File: src/rtl/mips_pkg.sv
// Shared MIPS core definitions: instruction field positions, reset PC
// and the fetch buffer entry layout.
package mips_pkg;

    localparam int unsigned INSTR_W    = 32;
    localparam int unsigned OPCODE_MSB = 31;
    localparam int unsigned OPCODE_LSB = 26;
    localparam int unsigned FUNCT_MSB  = 5;
    localparam int unsigned FUNCT_LSB  = 0;

    localparam logic [INSTR_W-1:0] NOP      = '0;
    localparam logic [31:0]        RESET_PC = 32'h0000_0000;

    typedef struct packed {
        logic [INSTR_W-1:0] instr;
        logic [31:0]        pc;
    } fetch_entry_t;

    // Sequential word address, wrapping at 2^32.
    function automatic logic [31:0] pc_plus4(input logic [31:0] pc);
        return pc + 32'd4;
    endfunction

endpackage

File: src/rtl/fetch_fifo.sv
// Small in-order queue of fetched {instr, pc} entries with synchronous
// clear. DEPTH must be a power of two so the pointers wrap naturally.
// The head reads as all-zero while the queue is empty.
module fetch_fifo
    import mips_pkg::*;
#(
    parameter int unsigned DEPTH = 2
) (
    input  logic                         clk,
    input  logic                         rst,
    input  logic                         clear_i,
    input  logic                         push_i,
    input  fetch_entry_t                 push_data_i,
    input  logic                         pop_i,
    output fetch_entry_t                 head_o,
    output logic [$clog2(DEPTH+1)-1:0]   occ_o,
    output logic                         empty_o
);

    localparam int unsigned AW = $clog2(DEPTH);
    localparam int unsigned CW = $clog2(DEPTH+1);
    localparam logic [CW-1:0] FULL = CW'(DEPTH);

    fetch_entry_t    mem_q [DEPTH];
    logic [AW-1:0]   wr_ptr_q, rd_ptr_q;
    logic [CW-1:0]   occ_q;
    logic            do_push, do_pop;

    assign do_pop  = pop_i && (occ_q != '0);
    assign do_push = push_i && ((occ_q != FULL) || do_pop);

    // Pointer and occupancy bookkeeping; clear wins over push/pop.
    always_ff @(posedge clk or posedge rst) begin
        if (rst) begin
            wr_ptr_q <= '0;
            rd_ptr_q <= '0;
            occ_q    <= '0;
        end else if (clear_i) begin
            wr_ptr_q <= '0;
            rd_ptr_q <= '0;
            occ_q    <= '0;
        end else begin
            if (do_push) wr_ptr_q <= wr_ptr_q + 1'b1;
            if (do_pop)  rd_ptr_q <= rd_ptr_q + 1'b1;
            case ({do_push, do_pop})
                2'b10:   occ_q <= occ_q + 1'b1;
                2'b01:   occ_q <= occ_q - 1'b1;
                default: occ_q <= occ_q;
            endcase
        end
    end

    // Storage array, no reset needed since the head is gated when empty.
    always_ff @(posedge clk) begin
        if (do_push && !clear_i) mem_q[wr_ptr_q] <= push_data_i;
    end

    assign empty_o = (occ_q == '0);
    assign occ_o   = occ_q;
    assign head_o  = empty_o ? '{instr: NOP, pc: '0} : mem_q[rd_ptr_q];

endmodule

File: src/rtl/instr_fetch.sv
// MIPS fetch stage: owns the PC, issues in-order word reads to instruction
// memory and buffers returned words for decode. Redirects flush the stage;
// halt only blocks new requests.
// Optional build macro IFETCH_PERF_EN adds perf_fetched / perf_stall counters.
module instr_fetch
    import mips_pkg::*;
#(
    parameter logic [31:0] RESET_PC = mips_pkg::RESET_PC,
    parameter int unsigned DEPTH    = 2
) (
    input  logic        clk,
    input  logic        rst,
    output logic        imem_req_valid,
    input  logic        imem_req_ready,
    output logic [31:0] imem_req_addr,
    input  logic        imem_rsp_valid,
    input  logic [31:0] imem_rsp_data,
    input  logic        redirect_valid,
    input  logic [31:0] redirect_pc,
    input  logic        halt,
    output logic        id_valid,
    input  logic        id_ready,
    output logic [31:0] id_instr,
    output logic [31:0] id_pc,
    output logic [31:0] id_pc_plus4,
    output logic [5:0]  id_opcode,
    output logic [5:0]  id_funct
`ifdef IFETCH_PERF_EN
    ,
    output logic [31:0] perf_fetched,
    output logic [31:0] perf_stall
`endif
);

    localparam int unsigned CW = $clog2(DEPTH+1);
    localparam logic [CW:0] DEPTH_L = (CW+1)'(DEPTH);

    logic [31:0]   pc_q, pc_d;
    logic [31:0]   rsp_pc_q, rsp_pc_d;
    logic [CW-1:0] inflight_q, inflight_d;
    logic [CW-1:0] drop_q, drop_d;
    logic [CW-1:0] occ;
    logic [CW:0]   credit;
    logic          accept, pop, push, empty;
    fetch_entry_t  head, push_entry;

    // A head popped this cycle frees its slot, which keeps single-cycle
    // memory at one instruction per cycle; total still never exceeds DEPTH.
    assign pop      = id_valid && id_ready;
    assign credit   = {1'b0, inflight_q} + {1'b0, occ} - {{CW{1'b0}}, pop};
    assign imem_req_valid = !rst && !halt && !redirect_valid && (credit < DEPTH_L);
    assign imem_req_addr  = pc_q;
    assign accept   = imem_req_valid && imem_req_ready;

    // Responses are in order, so the oldest live request is always rsp_pc_q.
    assign push       = imem_rsp_valid && (drop_q == '0) && !redirect_valid;
    assign push_entry = '{instr: imem_rsp_data, pc: rsp_pc_q};

    // Next-state for PC, response-PC tracker and the two counters.
    always_comb begin
        pc_d       = pc_q;
        rsp_pc_d   = rsp_pc_q;
        drop_d     = drop_q;
        inflight_d = inflight_q;
        if (accept)         inflight_d = inflight_d + 1'b1;
        if (imem_rsp_valid) inflight_d = inflight_d - 1'b1;
        if (redirect_valid) begin
            pc_d     = {redirect_pc[31:2], 2'b00};
            rsp_pc_d = {redirect_pc[31:2], 2'b00};
            // inflight already includes words pending drop, so every
            // request still outstanding after this cycle becomes stale.
            drop_d   = inflight_d;
        end else begin
            if (accept) pc_d = pc_plus4(pc_q);
            if (imem_rsp_valid) begin
                if (drop_q != '0) drop_d   = drop_q - 1'b1;
                else              rsp_pc_d = pc_plus4(rsp_pc_q);
            end
        end
    end

    // State registers.
    always_ff @(posedge clk or posedge rst) begin
        if (rst) begin
            pc_q       <= RESET_PC;
            rsp_pc_q   <= RESET_PC;
            inflight_q <= '0;
            drop_q     <= '0;
        end else begin
            pc_q       <= pc_d;
            rsp_pc_q   <= rsp_pc_d;
            inflight_q <= inflight_d;
            drop_q     <= drop_d;
        end
    end

    fetch_fifo #(.DEPTH(DEPTH)) u_fifo (
        .clk         (clk),
        .rst         (rst),
        .clear_i     (redirect_valid),
        .push_i      (push),
        .push_data_i (push_entry),
        .pop_i       (pop),
        .head_o      (head),
        .occ_o       (occ),
        .empty_o     (empty)
    );

    assign id_valid    = !empty;
    assign id_instr    = head.instr;
    assign id_pc       = head.pc;
    assign id_pc_plus4 = empty ? '0 : pc_plus4(head.pc);
    assign id_opcode   = head.instr[OPCODE_MSB:OPCODE_LSB];
    assign id_funct    = head.instr[FUNCT_MSB:FUNCT_LSB];

`ifdef IFETCH_PERF_EN
    logic [31:0] perf_fetched_q, perf_stall_q;

    // Count buffered instructions and request-stall cycles, wrapping.
    always_ff @(posedge clk or posedge rst) begin
        if (rst) begin
            perf_fetched_q <= '0;
            perf_stall_q   <= '0;
        end else begin
            if (push)                             perf_fetched_q <= perf_fetched_q + 32'd1;
            if (imem_req_valid && !imem_req_ready) perf_stall_q  <= perf_stall_q + 32'd1;
        end
    end

    assign perf_fetched = perf_fetched_q;
    assign perf_stall   = perf_stall_q;
`endif

endmodule
File: config.mk
export PLATFORM = sky130hd
export DESIGN_NAME = instr_fetch
export DESIGN_NICKNAME = d
export VERILOG_FILES = /design/src/rtl/mips_pkg.sv /design/src/rtl/fetch_fifo.sv /design/src/rtl/instr_fetch.sv
export SDC_FILE = /design/constraint.sdc
export NUM_CORES = 1
export LEC_CHECK = 0
export CORE_MARGIN = 1.5
export CORE_UTILIZATION = 40
export DETAILED_ROUTE_END_ITERATION = 6
export PLACE_DENSITY = 0.73
export SYNTH_ARGS = -nofsm -noshare
export SYNTH_HDL_FRONTEND = slang
export SYNTH_SLANG_ARGS = --single-unit
File: constraint.sdc
create_clock -name clk -period 6.05 [get_ports clk]
set_input_delay 1.21 -clock clk [delete_from_list [all_inputs] [get_ports clk]]
set_output_delay 1.21 -clock clk [all_outputs]
set_load 0.005 [all_outputs]
# Yosys cells after proc, flatten, opt, wreduce, memory -nomap -nowiden
# Memories as Yosys holds them, arrays and structs flattened.
# Index checks and enable logic that the tools add are counted.
dict set report word_totals {
  n_memories 1
  ramBits 128
  word_cells 72
  in_bits 71
  out_inout_bits 142
  ff_bits 72
}
dict set report classes {
  n_reduce_logical 27
  eq_ne 4
  n_mux 20
  order_cmp 1
  n_addsub 12
}
# memory words word_bits rd rd_ports_with_merged_regs write_ports line_no
set mem_list {}
lappend mem_list {u_fifo.mem_q 2 64 1 0 1 fetch_fifo.sv:24} ;# fetch_entry_t mem_q [DEPTH];
# operator n
set ops {}
lappend ops {{2-to-1 mux 32 bit} 6}
lappend ops {{adder 32 x 3 -> 32 bit, second input constant} 3}
lappend ops {{2-to-1 mux 64 bit} 1}
lappend ops {{nonzero test 2 bit} 7}
lappend ops {{2-to-1 mux 2 bit} 6}
lappend ops {{logical AND 1 bit} 10}
lappend ops {{2-to-1 mux 1 bit} 6}
lappend ops {{subtractor 2 x 1 -> 2 bit, second input constant} 3}
lappend ops {{adder 2 x 1 -> 2 bit, second input constant} 2}
lappend ops {{zero test 1 bit} 4}
lappend ops {{zero test 2 bit} 2}
lappend ops {{!= test 2 bit, second input constant} 2}
lappend ops {{case mux 2 bit (2 select lines)} 1}
lappend ops {{AND reduction 2 bit} 2}
lappend ops {{adder 2 x 2 -> 3 bit} 1}
lappend ops {{less-than comparator 3 x 2 -> 1 bit, second input constant} 1}
lappend ops {{nonzero test 3 bit} 1}
lappend ops {{subtractor 3 x 1 -> 3 bit} 1}
lappend ops {{adder 1 bit, second input constant} 2}
lappend ops {{equality test 2 x 1 -> 1 bit, second input constant} 1}
lappend ops {{equality test 2 bit, second input constant} 1}
lappend ops {{logical OR 1 bit} 1}

# Logic depth before layout (Yosys ltp)
dict set report depth {
  depth_word 11
  depth_mapped 14
  mapped_depth_nobuf 11
}

# Cells and area by module
# From an unflattened synthesis, not the netlist that was laid out.
dict set report unflattened {
  cells_unflattened 826
  hier_area_um2 9805.7
}
# mod cells_each seq_area_each_um2 area_each_um2 instances
set by_module_without_submodules {}
lappend by_module_without_submodules {fetch_fifo 299 3943.8 5047.3 1}
lappend by_module_without_submodules {instr_fetch 527 1601.5 4758.3 1}

# Least setup slack after synthesis
# Ideal clock, no wire load.
dict set report synth_path {
  path_type {input port to flip-flop}
  startpoint {input redirect_valid}
  endpoint {memory u_fifo.mem_q[1][10] (netlist bit) (enable)}
  n_path_buf 2
  stages 3
  setup_slack_ns -0.711
  arrival_time_ns 6.190
  t_required_ns 5.479
  setup_ns 0.571
  cell_sequence {clkbuf_1 -> clkbuf_1 -> nor3b_1}
}
dict set report synth_via {
  elab_chain_cells 6
}
# element line_no
set synth_lines {}
lappend synth_lines {{start, declared} instr_fetch.sv:18} ;# input logic redirect_valid,
lappend synth_lines {{zero test 1 bit *} {fetch_fifo.sv:55, instr_fetch.sv:56}}
lappend synth_lines {{logical AND 1 bit} instr_fetch.sv:56} ;# assign push = imem_rsp_valid && (drop_q == '0) && !redirect_valid;
lappend synth_lines {{logical AND 1 bit} fetch_fifo.sv:30} ;# assign do_push = push_i && ((occ_q != FULL) || do_pop);
lappend synth_lines {{logical AND 1 bit *} fetch_fifo.sv:55} ;# if (do_push && !clear_i) mem_q[wr_ptr_q] <= push_data_i;
lappend synth_lines {{2-to-1 mux 1 bit *} fetch_fifo.sv:55}
lappend synth_lines {{2-to-1 mux 1 bit (implied by the code) *} fetch_fifo.sv:55}
lappend synth_lines {{end, declared} fetch_fifo.sv:24}
# Mark *: on every way between the ends. The rest lies on a longest branch, timed or not.

# Worst setup path in the final report
dict set report layout_path {
  startpoint {register u_fifo.rd_ptr_q}
  endpoint {output id_pc_plus4[28]}
}
dict set report layout_via {
  elab_chain_cells 4
}
# element line_no
set layout_lines {}
lappend layout_lines {{start, declared} fetch_fifo.sv:25} ;# logic [AW-1:0] wr_ptr_q, rd_ptr_q;
lappend layout_lines {{start signal, assigned} fetch_fifo.sv:44} ;# if (do_pop) rd_ptr_q <= rd_ptr_q + 1'b1;
lappend layout_lines {{memory (2 x 64 bit)} n/a}
lappend layout_lines {{2-to-1 mux 64 bit} fetch_fifo.sv:60} ;# assign head_o = empty_o ? '{instr: NOP, pc: '0} : mem_q[rd_ptr_q];
lappend layout_lines {{adder 32 x 3 -> 32 bit} mips_pkg.sv:21} ;# return pc + 32'd4;
lappend layout_lines {{2-to-1 mux 32 bit} instr_fetch.sv:112} ;# assign id_pc_plus4 = empty ? '0 : pc_plus4(head.pc);
lappend layout_lines {{end, declared} instr_fetch.sv:25} ;# output logic [31:0] id_pc_plus4,
# Every way passes these cells.

==> metrics.md <==
| Metric | Value |
|---|---|
| Final HPWL DP | `16400 um` |
| Arrival @ worst endpoint | `4070 ps` |
| # rows | `56` |
| Die X | `158 um` |
| Fmax | `0.189 GHz` |
| Critical Path End Type | `primary output` |
| Crit-path max FO | `53` |
| Final Setup Violations | `0` |
| Setup_tns | `0 ps` |
| Clock root buffer master | `clkbuf_16` |
| Non-filler instance count after layout | `1347` |
| Final max-slew violation count | `0` |
| Die boundary height | `158 um` |
| Status | `completed` |
| Ys Warns | `0` |
| Pwr/cell area | `293 nW/um2` |
| # IOs | `around 210` |
| Vias | `7108` |
| Largest cells by area after synthesis | `edfxtp_1, dfrtp_1, mux2i_1, xor2_1, nor2_1` |
| Drt wl/cell | `17.2 um` |
| Synth area leader | `edfxtp_1` |
| FF-to-FF End | `imem_req_addr[23]$_DFFE_PP0P_` |
| Initial Utilization | `40.8%` |
| Setup Fix Bufs, Post-CTS | `0` |
| CTS buffer count | `17` |
| Clk sinks | `192` |
| Worst r2r src | `u_fifo.occ_o[0]$_DFFE_PP0P_` |
| Final Cycle Share | `87.3%` |
| Post-synth EDFFs | `between 100 and 150` |
| Critical Path RT | `approximately 4800 ps` |
| Clock Path Buffers | `2` |
| Synth Area per Inst | `11.5 um2` |
| Area Growth Syn to Fin | `29.1%` |
| Post-synth cell types | `58` |
| Top_reg_cell synth | `edfxtp_1` |
| Synthesized flop and latch total | `192` |
| Largest net degree at the start of global routing | `approximately 70` |
| Fin. Hold Viols | `0` |
| GR Util All Layers | `18.8%` |
| H-tree depth reported by CTS | `4` |
| Gpl congestion | `roughly 0.84` |
| First-pass GRT wire length | `36200 um` |
| CTS tree | `yes` |
| Vias in the first global route | `6845` |
| Resized Gates After CTS | `0` |
| Most common cell in the netlist | `edfxtp_1` |
| Worst Min Path Start | `inflight_q[1]$_DFF_PP0_` |
| Core area | `23500 um2` |
| Hold/Removal Path Class | `flip-flop to flip-flop` |
| Slowest cell on the critical path | `dfrtp_4` |
| Die ar. | `24900 um2` |
| Worst Hold Depth | `1` |
| Critical Path Source Type | `flip-flop` |
| Peak supply drop | `approximately 190 uV` |
| R2R depth | `12` |
| Initial DRC count | `479` |
| Drt drc | `0` |
| Max-cap viol count | `0` |
| Flop2flop setup slack | `2090 ps` |
| Remaining Overflow, GRT | `0` |
| CTS Hold Bufs | `0` |
| Layout Skew | `11.4 ps` |
| Inst Count DP | `1315` |
| Final net count | `1093` |
| Yosys top cell area share | `38.9%` |
| Cells after Synth | `832` |
| WHS Endpoint | `inflight_q[1]$_DFF_PP0_` |
| Final worst path period need | `5280 ps` |
| Port Buffers | `204` |
| Max_slew headroom | `42.1%` |
| Fraction of registers with async set/reset | `35.4%` |
| Share of post-route cells with drive strength above 1 | `8.46%` |
| Leakage | `approximately 4.3 nW` |
| Tightest Pin Transition | `around 870 ps` |
| Worst-path cell chain | `buf_4 -> mux2_2 -> and2_0 -> nand3_1 -> nor4_2 -> xor2_1 -> clkdlybuf4s50_1` |
| Worst-Skew Late Latency | `430 ps` |
| N_diodes | `0` |
| Seq/Total Area, Yosys | `56.7%` |
| Total wire length | `23100 um` |
| Post-DRT Antenna Nets | `0` |
| Synth cell count leaders | `edfxtp_1, nor2_1, nand2_1, dfrtp_1, mux2i_1` |
| Syn Std Cell Area | `9580 um2` |
| Unrepaired setup endpoints after global routing | `no` |
| Critical path class | `flip-flop to primary output` |
| Clock Pin Slew Worst Setup and Hold Paths | `70 ps` |
| CP max stage delay | `960 ps` |
| Vias per cell | `5.28` |
| Initial antenna violation count | `0` |
| Drt first pass iters | `5` |
-- state kept, by name (all words and copies together) (netlist names) --
signal           cells
inflight_q           2
u_fifo.rd_ptr_q      1
drop_q               2
u_fifo.occ_o         2
u_fifo.wr_ptr_q      1
rsp_pc_q            30
u_fifo.mem_q       124
imem_req_addr       30
-- power breakdown --
group	total [mW]	switching, mW	leakage, nW	internal [mW]
logic	0.902	0.436	2.04	0.466
clock network	1.05	0.511	0.259	0.539
registers	1.67	0.130	1.95	1.54
total	3.62	1.08	4.25	2.54
-- logic make-up (layout without fill, tap and decap cells) --
group	Yosys count	count (layout)	share of synthesized area, %
compound gates	98	98	6.75
flops	192	192	56.7
buf+inv	75	266	4.38
fa+ha+maj	7	7	0.993
simple gates	328	328	18.2
xor+xnor	61	61	5.58
mux	70	70	7.42
other cells	1	6	0.0392
-- critical path: cells and delay by family, from the launching register on --
| kind | cells | cell delay, ps |
|---|---|---|
| flip-flops | 1 | 960 |
| buffers and inverters | 2 | 1060 |
| AND/OR/NAND/NOR | 3 | 1110 |
| multiplexers | 1 | 280 |
| XOR/XNOR | 1 | 190 |
-- routing by layer --
metal | global-route usage [%] | share of wire, % | vias to the layer above
met1 | 26.6 | 46 | 3423
met4 | 5.53 | 1.1 | 0
met5 | 0 | 0 | -
li1 | - | - | 3378
met2 | 28.7 | 45 | 289
met3 | 4.60 | 8.3 | 18
-- worst max-delay path by stage --
stage / from / to / slack, ps / cells past startpoint
after floorplan: imem_rsp_valid / u_fifo.mem_q[1][10]$_DFFE_PP_ / 1450 / 3
after global placement: id_ready / imem_req_valid / 890 / 8
after detailed placement: id_ready / imem_req_valid / 880 / 8
after CTS: u_fifo.rd_ptr_q$_DFFE_PP0P_ / id_pc_plus4[28] / 730 / 7
after global routing: u_fifo.rd_ptr_q$_DFFE_PP0P_ / id_pc_plus4[28] / 470 / 7
final: u_fifo.rd_ptr_q$_DFFE_PP0P_ / id_pc_plus4[28] / 770 / 7
-- metrics by stage --
step	hold slack, ps	area, um2	power (mW)	setup WS (ps)	util (%)
global placement	489	11800	2.58	893	50.3
detailed placement	505	11800	2.60	879	50.3
CTS	515	12400	3.65	727	52.7
global route	524	12400	3.79	469	52.7
floorplan	440	9610	2.15	1450	-
finish	515	12400	3.62	769	52.7
-- layout make-up --
cell class              instances  area [um2]
clock buffers                  17         425
fillers                      2053       11100
clock inverters                15         126
multi-input cells             570        3780
well taps                     319         399
repair buffers                215        2130
flip-flops and latches        192        5430
inverters                      19        71.3
-- placed cells by master, fill, tap and decap left out, types with 5 or more instances in the layout --
cell / n
o211ai_1: 17
ha_1: 6
o311ai_0: 11
mux2i_1: 62
nor4_2: 11
or3_1: 7
nor2_1: 78
mux2_2: 7
dfrtp_1: 67
a21oi_1: 7
nand4_1: 22
and3_1: 6
inv_1: 17
nand3b_1: 5
buf_4: 10
nor3_1: 18
xor2_1: 44
clkdlybuf4s50_1: 203
o21ai_0: 45
conb_1: 6
nand3_1: 57
edfxtp_1: 124
clkbuf_16: 17
nand2_1: 74
xnor2_1: 17
and2_1: 9
nor4_1: 9
(Power assumes the default switching activity.)
